## src/rtl/core_pkg.sv

```systemverilog
// ----------------------------------------------------------------------------
// core_pkg
// Shared definitions for the instruction-fetch stage and its helpers:
//   XLEN              data / address width
//   RESET_PC_DEFAULT  default PC loaded on reset (word aligned)
//   NOP_INSTR         value presented on if_instr when nothing is held
//   if_state_t        fetch FSM state encoding
//   pc_align()        forces the two low PC bits to zero
// ----------------------------------------------------------------------------
package core_pkg;

  localparam int unsigned XLEN = 32;

  localparam logic [XLEN-1:0] RESET_PC_DEFAULT = 32'h0000_0000;
  localparam logic [XLEN-1:0] NOP_INSTR        = 32'h0000_0013;
  localparam logic [XLEN-1:0] PC_ALIGN_MASK    = 32'hFFFF_FFFC;

  typedef enum logic [1:0] {
    IDLE = 2'd0,
    REQ  = 2'd1,
    WAIT = 2'd2,
    HOLD = 2'd3
  } if_state_t;

  function automatic logic [XLEN-1:0] pc_align(input logic [XLEN-1:0] i_pc);
    return i_pc & PC_ALIGN_MASK;
  endfunction

endpackage

```

## src/rtl/if_fetch_stage_pc_next_mux.sv

```systemverilog
// ----------------------------------------------------------------------------
// pc_next_mux
// XLEN-wide 2:1 next-PC selector. Purely combinational; the fetch FSM decides
// when the selected value is actually loaded into the PC register.
// Ports:
//   i_sel          1     1 = take redirect target, 0 = sequential PC
//   i_redirect_pc  XLEN  redirect target (already word aligned by caller)
//   i_pc           XLEN  current PC
//   o_pc_next      XLEN  i_sel ? i_redirect_pc : i_pc + 4 (modulo 2^XLEN)
// ----------------------------------------------------------------------------
module pc_next_mux
  import core_pkg::*;
(
  input  logic            i_sel,
  input  logic [XLEN-1:0] i_redirect_pc,
  input  logic [XLEN-1:0] i_pc,
  output logic [XLEN-1:0] o_pc_next
);

  logic [XLEN-1:0] w_pc_seq;

  assign w_pc_seq  = i_pc + 32'd4;
  assign o_pc_next = i_sel ? i_redirect_pc : w_pc_seq;

endmodule

```

## src/rtl/if_fetch_stage.sv

```systemverilog
// ----------------------------------------------------------------------------
// if_fetch_stage
// Instruction-fetch stage: owns the PC, issues one outstanding word request to
// instruction memory at a time and hands each fetched word, with its PC, to
// decode over a valid/ready handshake. A redirect from execute overrides
// everything; a request already in flight when the redirect lands is marked
// for discard so its data never reaches decode.
//
// Optional feature (macro IF_FETCH_CNT_EN): adds output fetch_cnt, a 32-bit
// wrapping count of decode transfers (if_valid && if_ready && !redirect_valid).
//
// Ports:
//   clk, rst_n                 clock, async active-low reset
//   redirect_valid/_pc         redirect strobe and target (bits [1:0] ignored)
//   imem_req/_addr             fetch request and word address (registered)
//   imem_gnt                   request accepted this cycle
//   imem_rvalid/_rdata         read response
//   if_valid/_pc/_instr        held instruction for decode
//   if_ready                   decode accepts the held instruction
//   fetch_cnt                  transfer count (IF_FETCH_CNT_EN only)
//
// state | meaning
// ------+-----------------------------------------------------------------
// IDLE  | one cycle after reset before the first request
// REQ   | imem_req high with imem_addr = pc, waiting for imem_gnt
// WAIT  | request granted, waiting for imem_rvalid (may be a discard)
// HOLD  | instruction held on if_*, waiting for decode to take it
// ----------------------------------------------------------------------------
module if_fetch_stage
  import core_pkg::*;
#(
  parameter logic [XLEN-1:0] RESET_PC = RESET_PC_DEFAULT
) (
  input  logic            clk,
  input  logic            rst_n,
  input  logic            redirect_valid,
  input  logic [XLEN-1:0] redirect_pc,
  output logic            imem_req,
  output logic [XLEN-1:0] imem_addr,
  input  logic            imem_gnt,
  input  logic            imem_rvalid,
  input  logic [XLEN-1:0] imem_rdata,
  output logic            if_valid,
  output logic [XLEN-1:0] if_pc,
  output logic [XLEN-1:0] if_instr,
  input  logic            if_ready
`ifdef IF_FETCH_CNT_EN
  ,
  output logic [31:0]     fetch_cnt
`endif
);

  if_state_t       r_state;
  if_state_t       w_state_nxt;
  logic [XLEN-1:0] r_pc;
  logic            r_discard;
  logic [XLEN-1:0] r_if_pc;
  logic [XLEN-1:0] r_if_instr;

  logic [XLEN-1:0] w_redirect_aligned;
  logic [XLEN-1:0] w_pc_next;
  logic            w_pc_load;
  logic            w_discard_nxt;
  logic            w_capture;
  logic            w_clear_instr;

  assign w_redirect_aligned = pc_align(redirect_pc);

  // Select follows the redirect strobe, so whenever the FSM loads the PC the
  // mux already presents the right source.
  pc_next_mux u_pc_next_mux (
    .i_sel         (redirect_valid),
    .i_redirect_pc (w_redirect_aligned),
    .i_pc          (r_pc),
    .o_pc_next     (w_pc_next)
  );

  always_ff @(posedge clk or negedge rst_n) begin
    if (!rst_n) begin
      r_state <= IDLE;
    end else begin
      r_state <= w_state_nxt;
    end
  end

  always_comb begin
    w_state_nxt   = r_state;
    w_pc_load     = 1'b0;
    w_discard_nxt = r_discard;
    w_capture     = 1'b0;
    w_clear_instr = 1'b0;
    imem_req      = 1'b0;
    if_valid      = 1'b0;

    case (r_state)
      IDLE: begin
        w_state_nxt = REQ;
        w_pc_load   = redirect_valid;
      end

      REQ: begin
        imem_req = 1'b1;
        if (imem_gnt) begin
          w_state_nxt = WAIT;
          // Old-address request is already in flight: remember to drop it.
          w_discard_nxt = redirect_valid;
          w_pc_load     = redirect_valid;
        end else begin
          w_pc_load = redirect_valid;
        end
      end

      WAIT: begin
        if (imem_rvalid) begin
          w_discard_nxt = 1'b0;
          if (!r_discard && !redirect_valid) begin
            w_capture   = 1'b1;
            w_pc_load   = 1'b1;
            w_state_nxt = HOLD;
          end else begin
            w_pc_load   = redirect_valid;
            w_state_nxt = REQ;
          end
        end else if (redirect_valid) begin
          w_pc_load     = 1'b1;
          w_discard_nxt = 1'b1;
        end
      end

      HOLD: begin
        if_valid = 1'b1;
        if (redirect_valid) begin
          w_pc_load     = 1'b1;
          w_clear_instr = 1'b1;
          w_state_nxt   = REQ;
        end else if (if_ready) begin
          w_clear_instr = 1'b1;
          w_state_nxt   = REQ;
        end
      end

      default: begin
        w_state_nxt = IDLE;
      end
    endcase
  end

  always_ff @(posedge clk or negedge rst_n) begin
    if (!rst_n) begin
      r_pc       <= RESET_PC;
      r_discard  <= 1'b0;
      r_if_pc    <= '0;
      r_if_instr <= NOP_INSTR;
    end else begin
      if (w_pc_load) begin
        r_pc <= w_pc_next;
      end
      r_discard <= w_discard_nxt;
      if (w_capture) begin
        r_if_pc    <= r_pc;
        r_if_instr <= imem_rdata;
      end else if (w_clear_instr) begin
        r_if_instr <= NOP_INSTR;
      end
    end
  end

  assign imem_addr = r_pc;
  assign if_pc     = r_if_pc;
  assign if_instr  = r_if_instr;

`ifdef IF_FETCH_CNT_EN
  logic        w_xfer;
  logic [31:0] r_fetch_cnt;

  assign w_xfer = if_valid && if_ready && !redirect_valid;

  always_ff @(posedge clk or negedge rst_n) begin
    if (!rst_n) begin
      r_fetch_cnt <= '0;
    end else if (w_xfer) begin
      r_fetch_cnt <= r_fetch_cnt + 32'd1;
    end
  end

  assign fetch_cnt = r_fetch_cnt;
`endif

endmodule

```

## config.mk

```make
export PLATFORM = sky130hd
export DESIGN_NAME = if_fetch_stage
export DESIGN_NICKNAME = d
export VERILOG_FILES = /design/src/rtl/core_pkg.sv /design/src/rtl/if_fetch_stage_pc_next_mux.sv /design/src/rtl/if_fetch_stage.sv
export SDC_FILE = /design/constraint.sdc
export NUM_CORES = 1
export LEC_CHECK = 0
export BUFFER_PORTS_ARGS = -buffer_cell sky130_fd_sc_hd__buf_4
export CORE_MARGIN = 5
export CORE_UTILIZATION = 52
export CTS_CLUSTER_DIAMETER = 150
export DETAILED_ROUTE_END_ITERATION = 8
export HOLD_SLACK_MARGIN = 0.08
export PLACE_DENSITY = 0.91
export SLEW_MARGIN = 20
export SYNTH_ARGS = -nofsm -noshare
export SYNTH_HDL_FRONTEND = slang
export SYNTH_SLANG_ARGS = --single-unit
```

## constraint.sdc

```tcl
create_clock -name clk -period 5.5 [get_ports clk]
set_input_delay 0.55 -clock clk [delete_from_list [all_inputs] [get_ports clk]]
set_output_delay 0.55 -clock clk [all_outputs]
set_load 0.01 [all_outputs]
```

# ---- After elaboration in Yosys (flattened, before gate mapping)
# Index checks and enable logic that the tools add are counted.
dict set report op_classes {
  add_sub_neg 1
  n_mul 0
  div 0
  magnitude_cmp 0
  eq_ne 7
  shifts 0
  mux 25
  n_bitwise 0
  n_reduce_logical 9
}
# operator count
set ops {}
lappend ops {{2-to-1 mux 32 bit} 3}
lappend ops {{adder 32 x 3 -> 32 bit, second input constant} 1}
lappend ops {{2-to-1 mux 1 bit} 14}
lappend ops {{2-to-1 mux 2 bit} 5}
lappend ops {{case mux 2 bit (4 select lines)} 1}
lappend ops {{!= test 3 bit, second input constant} 2}
lappend ops {{AND reduction 3 bit} 2}
lappend ops {{equality test 2 bit, second input constant} 2}
lappend ops {{!= test 2 bit, second input constant} 2}
lappend ops {{nonzero test 2 bit} 2}
lappend ops {{case mux 1 bit (3 select lines)} 1}
lappend ops {{equality test 2 x 1 -> 1 bit, second input constant} 1}
lappend ops {{zero test 1 bit} 2}
lappend ops {{zero test 2 bit} 1}
lappend ops {{case mux 1 bit (2 select lines)} 1}
lappend ops {{OR reduction 2 bit} 1}
lappend ops {{logical AND 1 bit} 1}
dict set report totals {
  regBits 99
  latch_bits 0
  ram_bits 0
  rom_bits 0
  input_bits 70
  output_inout_bits 98
  wordCells 47
  mem_count 0
}

# ---- Depth between registers and ports, before layout
dict set report depth {
  word_depth 6
  depth_mapped 9
  mapped_depth_nobuf 6
}

# ---- Modules after synthesis
# From an unflattened synthesis, not the netlist that was laid out.
dict set report hier_totals {
  hier_cells 467
  area_unflattened_um2 4819.6
}
# mod n_inst cells_per_inst area_each_um2 seq_area_each_um2
set modules_own_cells {}
lappend modules_own_cells {if_fetch_stage 1 304 3806.2 2481.1}
lappend modules_own_cells {pc_next_mux 1 163 1013.5 0.0}

# ---- Worst setup path before layout
# No wires, ideal clock.
dict set report synth_path {
  path_kind {reg-to-reg}
  startpoint {register r_state[0]}
  endpoint {register r_pc[30], in the netlist imem_addr[30]}
  setup_ns 0.082
  t_arrival_ns 1.968
  required_time_ns 5.418
  setup_slack_ns 3.450
  stages_incl_launch_ff 8
  path_buffers 1
  synth_period_minus_slack_ns 2.050
  path_cell_list {dfrtp_1 > inv_1 > ha_1 > nand4b_4 > or3_4 > buf_6 > or4_1 > a31oi_1}
}
dict set report synth_between {
  elab_chain_len 3
  word_cells_on_any_way 6
  cone_classes {eq/ne (3); mux (1); reduce/logical (2)}
}
# item line
set synth_lines {}
lappend synth_lines {{start: declaration} if_fetch_stage.sv:53} ;# if_state_t r_state;
lappend synth_lines {{start signal: assignment} if_fetch_stage.sv:82} ;# r_state <= w_state_nxt;
lappend synth_lines {{equality test 2 x 1 -> 1 bit or zero test 2 bit (tied branches)} if_fetch_stage.sv:95} ;# case (r_state)
lappend synth_lines {{OR reduction 2 bit (no source line)} --}
lappend synth_lines {{case mux 1 bit (3 select lines) (*)} if_fetch_stage.sv:95}
lappend synth_lines {{end signal: assignment} if_fetch_stage.sv:156} ;# r_pc <= w_pc_next;
lappend synth_lines {{end: declaration} if_fetch_stage.sv:55} ;# logic [XLEN-1:0] r_pc;
# Mark *: on every way between the ends. The rest lies on a longest branch, timed or not.
# A chain may end at the register's enable or synchronous reset.

# ---- Final worst setup path
dict set report layout_path {
  startpoint {register r_state[0]}
  endpoint {register r_pc[31], in the netlist imem_addr[31]}
}
# The elaborated chain is that of the path after synthesis.

==> summary.txt <==
Run status
  • Status: finished, final reports clean

Clocking
  • Clock sinks: 95
  • Hold_buf cts: 0
  • Post-CTS Resized: 0
  • Worst skew pair latency: 360 ps
  • CTS Buf Count: 9
  • CTS root buf: clkbuf_8
  • Clock transition at path regs: roughly 90 ps
  • CTS tree: built
  • Longest Clk Path Bufs: 2
  • Post-CTS setup repair buffer count: 0
  • H-tree levels: 3

Global routing
  • Antenna violations before repair: 0
  • Vias in the first global route: between 3000 and 4000
  • Largest net degree at the start of global routing: 53
  • First-pass GRT wire length: between 15000 and 20000 um
  • GR peak layer: met2
  • Met3 Resource Use GR: 5.77%
  • Met1 Use GR: roughly 29%
  • All-layer global routing usage: 23.7%
  • Met2 usage: ~41%
  • Total global routing overflow: 0

Placed design
  • GPL Wtd Cong: slightly below 0.8
  • IO Port Bufs: roughly 160
  • Setup slack at placement: just under 3000 ps
  • Hpwl dp: around 8500 um
  • Placed Area: 5480 sq um

Setup path
  • WP data arrival: 2890 ps
  • Worst setup SP type: flip-flop
  • Worst Setup Path Type: reg -> reg
  • Critical Path Fanout Max: 14
  • CP Capture Type: flip-flop
  • Worst path required time: 5770 ps

STA
  • Period utilisation layout: 47.5%
  • Slew Limit Fails: 0
  • Fin Setup TNS: 0 ps
  • Final WS setup: roughly 2900 ps
  • Clock Skews: around 12 ps
  • RSZ-0062 raised after global routing: no
  • Fmax: approximately 380 MHz
  • Fin. Hold Viols: 0
  • Worst Tran Pin Value: approximately 1100 ps
  • Final setup fails: 0
  • Fin crit period: roughly 2600 ps
  • Max-slew headroom: around 30%

Finish
  • Post-Layout Inst Area: 5690 sq um
  • Nets: about 600
  • Footprint of the multi-input gates: about 1700 sq um
  • Commonest cells after routing, fill and taps aside: 165 x buf_4, 92 x dfrtp_1, 29 x a22o_1, 27 x nand2_1, 27 x mux2_2
  • Layout area overhead: 35.2%
  • Antenna fix cells: 0
  • Fillers: around 560
  • Commonest non-fill, non-tap cell in the layout: buf_4
  • Sequential cell area: between 2000 and 2500 sq um
  • Layout cells sized above 1: 41.0%

Synthesis
  • Cell variety after synth: 38
  • Synth top area share: between 50% and 60%
  • Warnings, synthesis: 0
  • Top post-synthesis cells by area: dfrtp_1 55%, mux2_2 7.2%, a22o_1 6.0%, o21ai_0 3.0%, a31oi_1 2.7%
  • Post-Syn Area per Cell: around 11 sq um
  • Synth Cell Area: 4210 sq um
  • Gate Count Post-Synth: ~370
  • Synthesis-stage register bit count: 95
  • Synth area leader: dfrtp_1
  • Register area share after synthesis: around 57%

Die
  • Core area: just under 8000 sq um
  • DIE HEIGHT: around 100 um
  • Total die area: 10000 sq um
  • Ports: 168
  • Core Rows: 32
  • Initial Util: a little over half
  • Die W: roughly 100 um

Route
  • Mean routed wirelength per cell: between 15 and 20 um
  • Routed WL: approximately 12000 um
  • # DRC: 0
  • Initial drt markers: approximately 170
  • DR pass1 iterations: 4
  • Post-DRT Antenna Nets: 0
  • DR vias/cell: between 5 and 6
  • Routed vias: 3629

Pwr
  • PwrDens: around 430 nW/um^2
  • Max VDD drop: between 200 and 250 uV
  • Total power: roughly 2.5 mW
  • Leak: 2.76 nW

Run
  • Max-cap viol count: 0

Hold path
  • Hold Crit Class: in -> async
[cell usage after synthesis, drive strengths merged]
cell    instances
a21oi           1
a221oi          1
a22o           29
a31oi          18
and2            2
and3            3
and3b           1
and4            5
buf            12
clkbuf         12
conb            1
dfrtp          92
dfstp           3
ha              4
inv             7
mux2           27
mux2i           2
nand2          28
nand3           5
nand4          13
nand4b          1
nor2           22
nor2b           1
nor3            3
nor3b           1
nor4            2
o21ai          25
o22a            3
o22ai           2
o31ai          11
or3             8
or4            11
xnor2           6
xor2            5
[registers in the layout (all words and copies together), names as in the netlist]
name       count
imem_addr     30
r_state        2
if_pc         30
if_instr      32
r_discard      1
[report_power, final]
part,switching [mW],internal [mW]
Sequential,0.152,0.922
Clock,0.254,0.258
Combinational,0.388,0.476
[through the flow]
stage	hold slack, ps	util, %	std cells
6_report	193	72.9	629
5_1_grt	225	72.9	629
4_1_cts	203	72.9	629
3_5_place_dp	477	70.1	613
3_3_place_gp	476	70.1	613
2_1_floorplan	254	-	370
[final timing paths]
check | from | to | slack, ps | depth (start not counted)
min in group clk | redirect_pc[7] | imem_addr[7] | 400 | 3
hold / removal | rst_n | if_pc[31] | 190 | 1
setup reg to reg | r_state[0] | imem_addr[31] | 2890 | 6
setup / recovery | r_state[0] | imem_addr[31] | 2890 | 6
hold reg to reg | if_pc[20] | if_pc[20] | 490 | 2
max in group asynchronous | rst_n | if_pc[30] | 4240 | 2
[critical path: stages, from the launching register on]
cell	delay [ps]
dfrtp_1	420
inv_1	110
ha_1	320
and3b_2	380
nand4_1	480
or4_1	660
a31oi_1	170
[layout make-up]
class,instances,share of cell area [%]
Sequential cell,95,41.8
Multi-Input combinational cell,244,29.9
Timing Repair Buffer,165,21.8
Tap cell,102,2.24
Clock buffer,9,2.18
Clock inverter,7,1.67
Inverter,7,0.461
[metal layers]
layer / vias to the layer above / wire, um
li1: 1672 / -
met1: 1796 / 4490
met2: 138 / 6010
met3: 23 / 819
met4: 0 / 222
met5: - / 0
[cells by family (layout without fill, tap and decap cells)]
kind of cell	count (synthesis)	in the layout	share of synthesized area (%)
muxes	29	29	7.69
AOI/OAI and AO/OA	90	90	14.9
other	1	4	0.0890
buffers and inverters	31	188	3.53
DFF	95	95	56.5
adders and majority gates	4	4	1.19
xor gates and xnor gates	11	11	2.29
and+or+nand+nor	106	106	13.8
(Power assumes the default switching activity.)
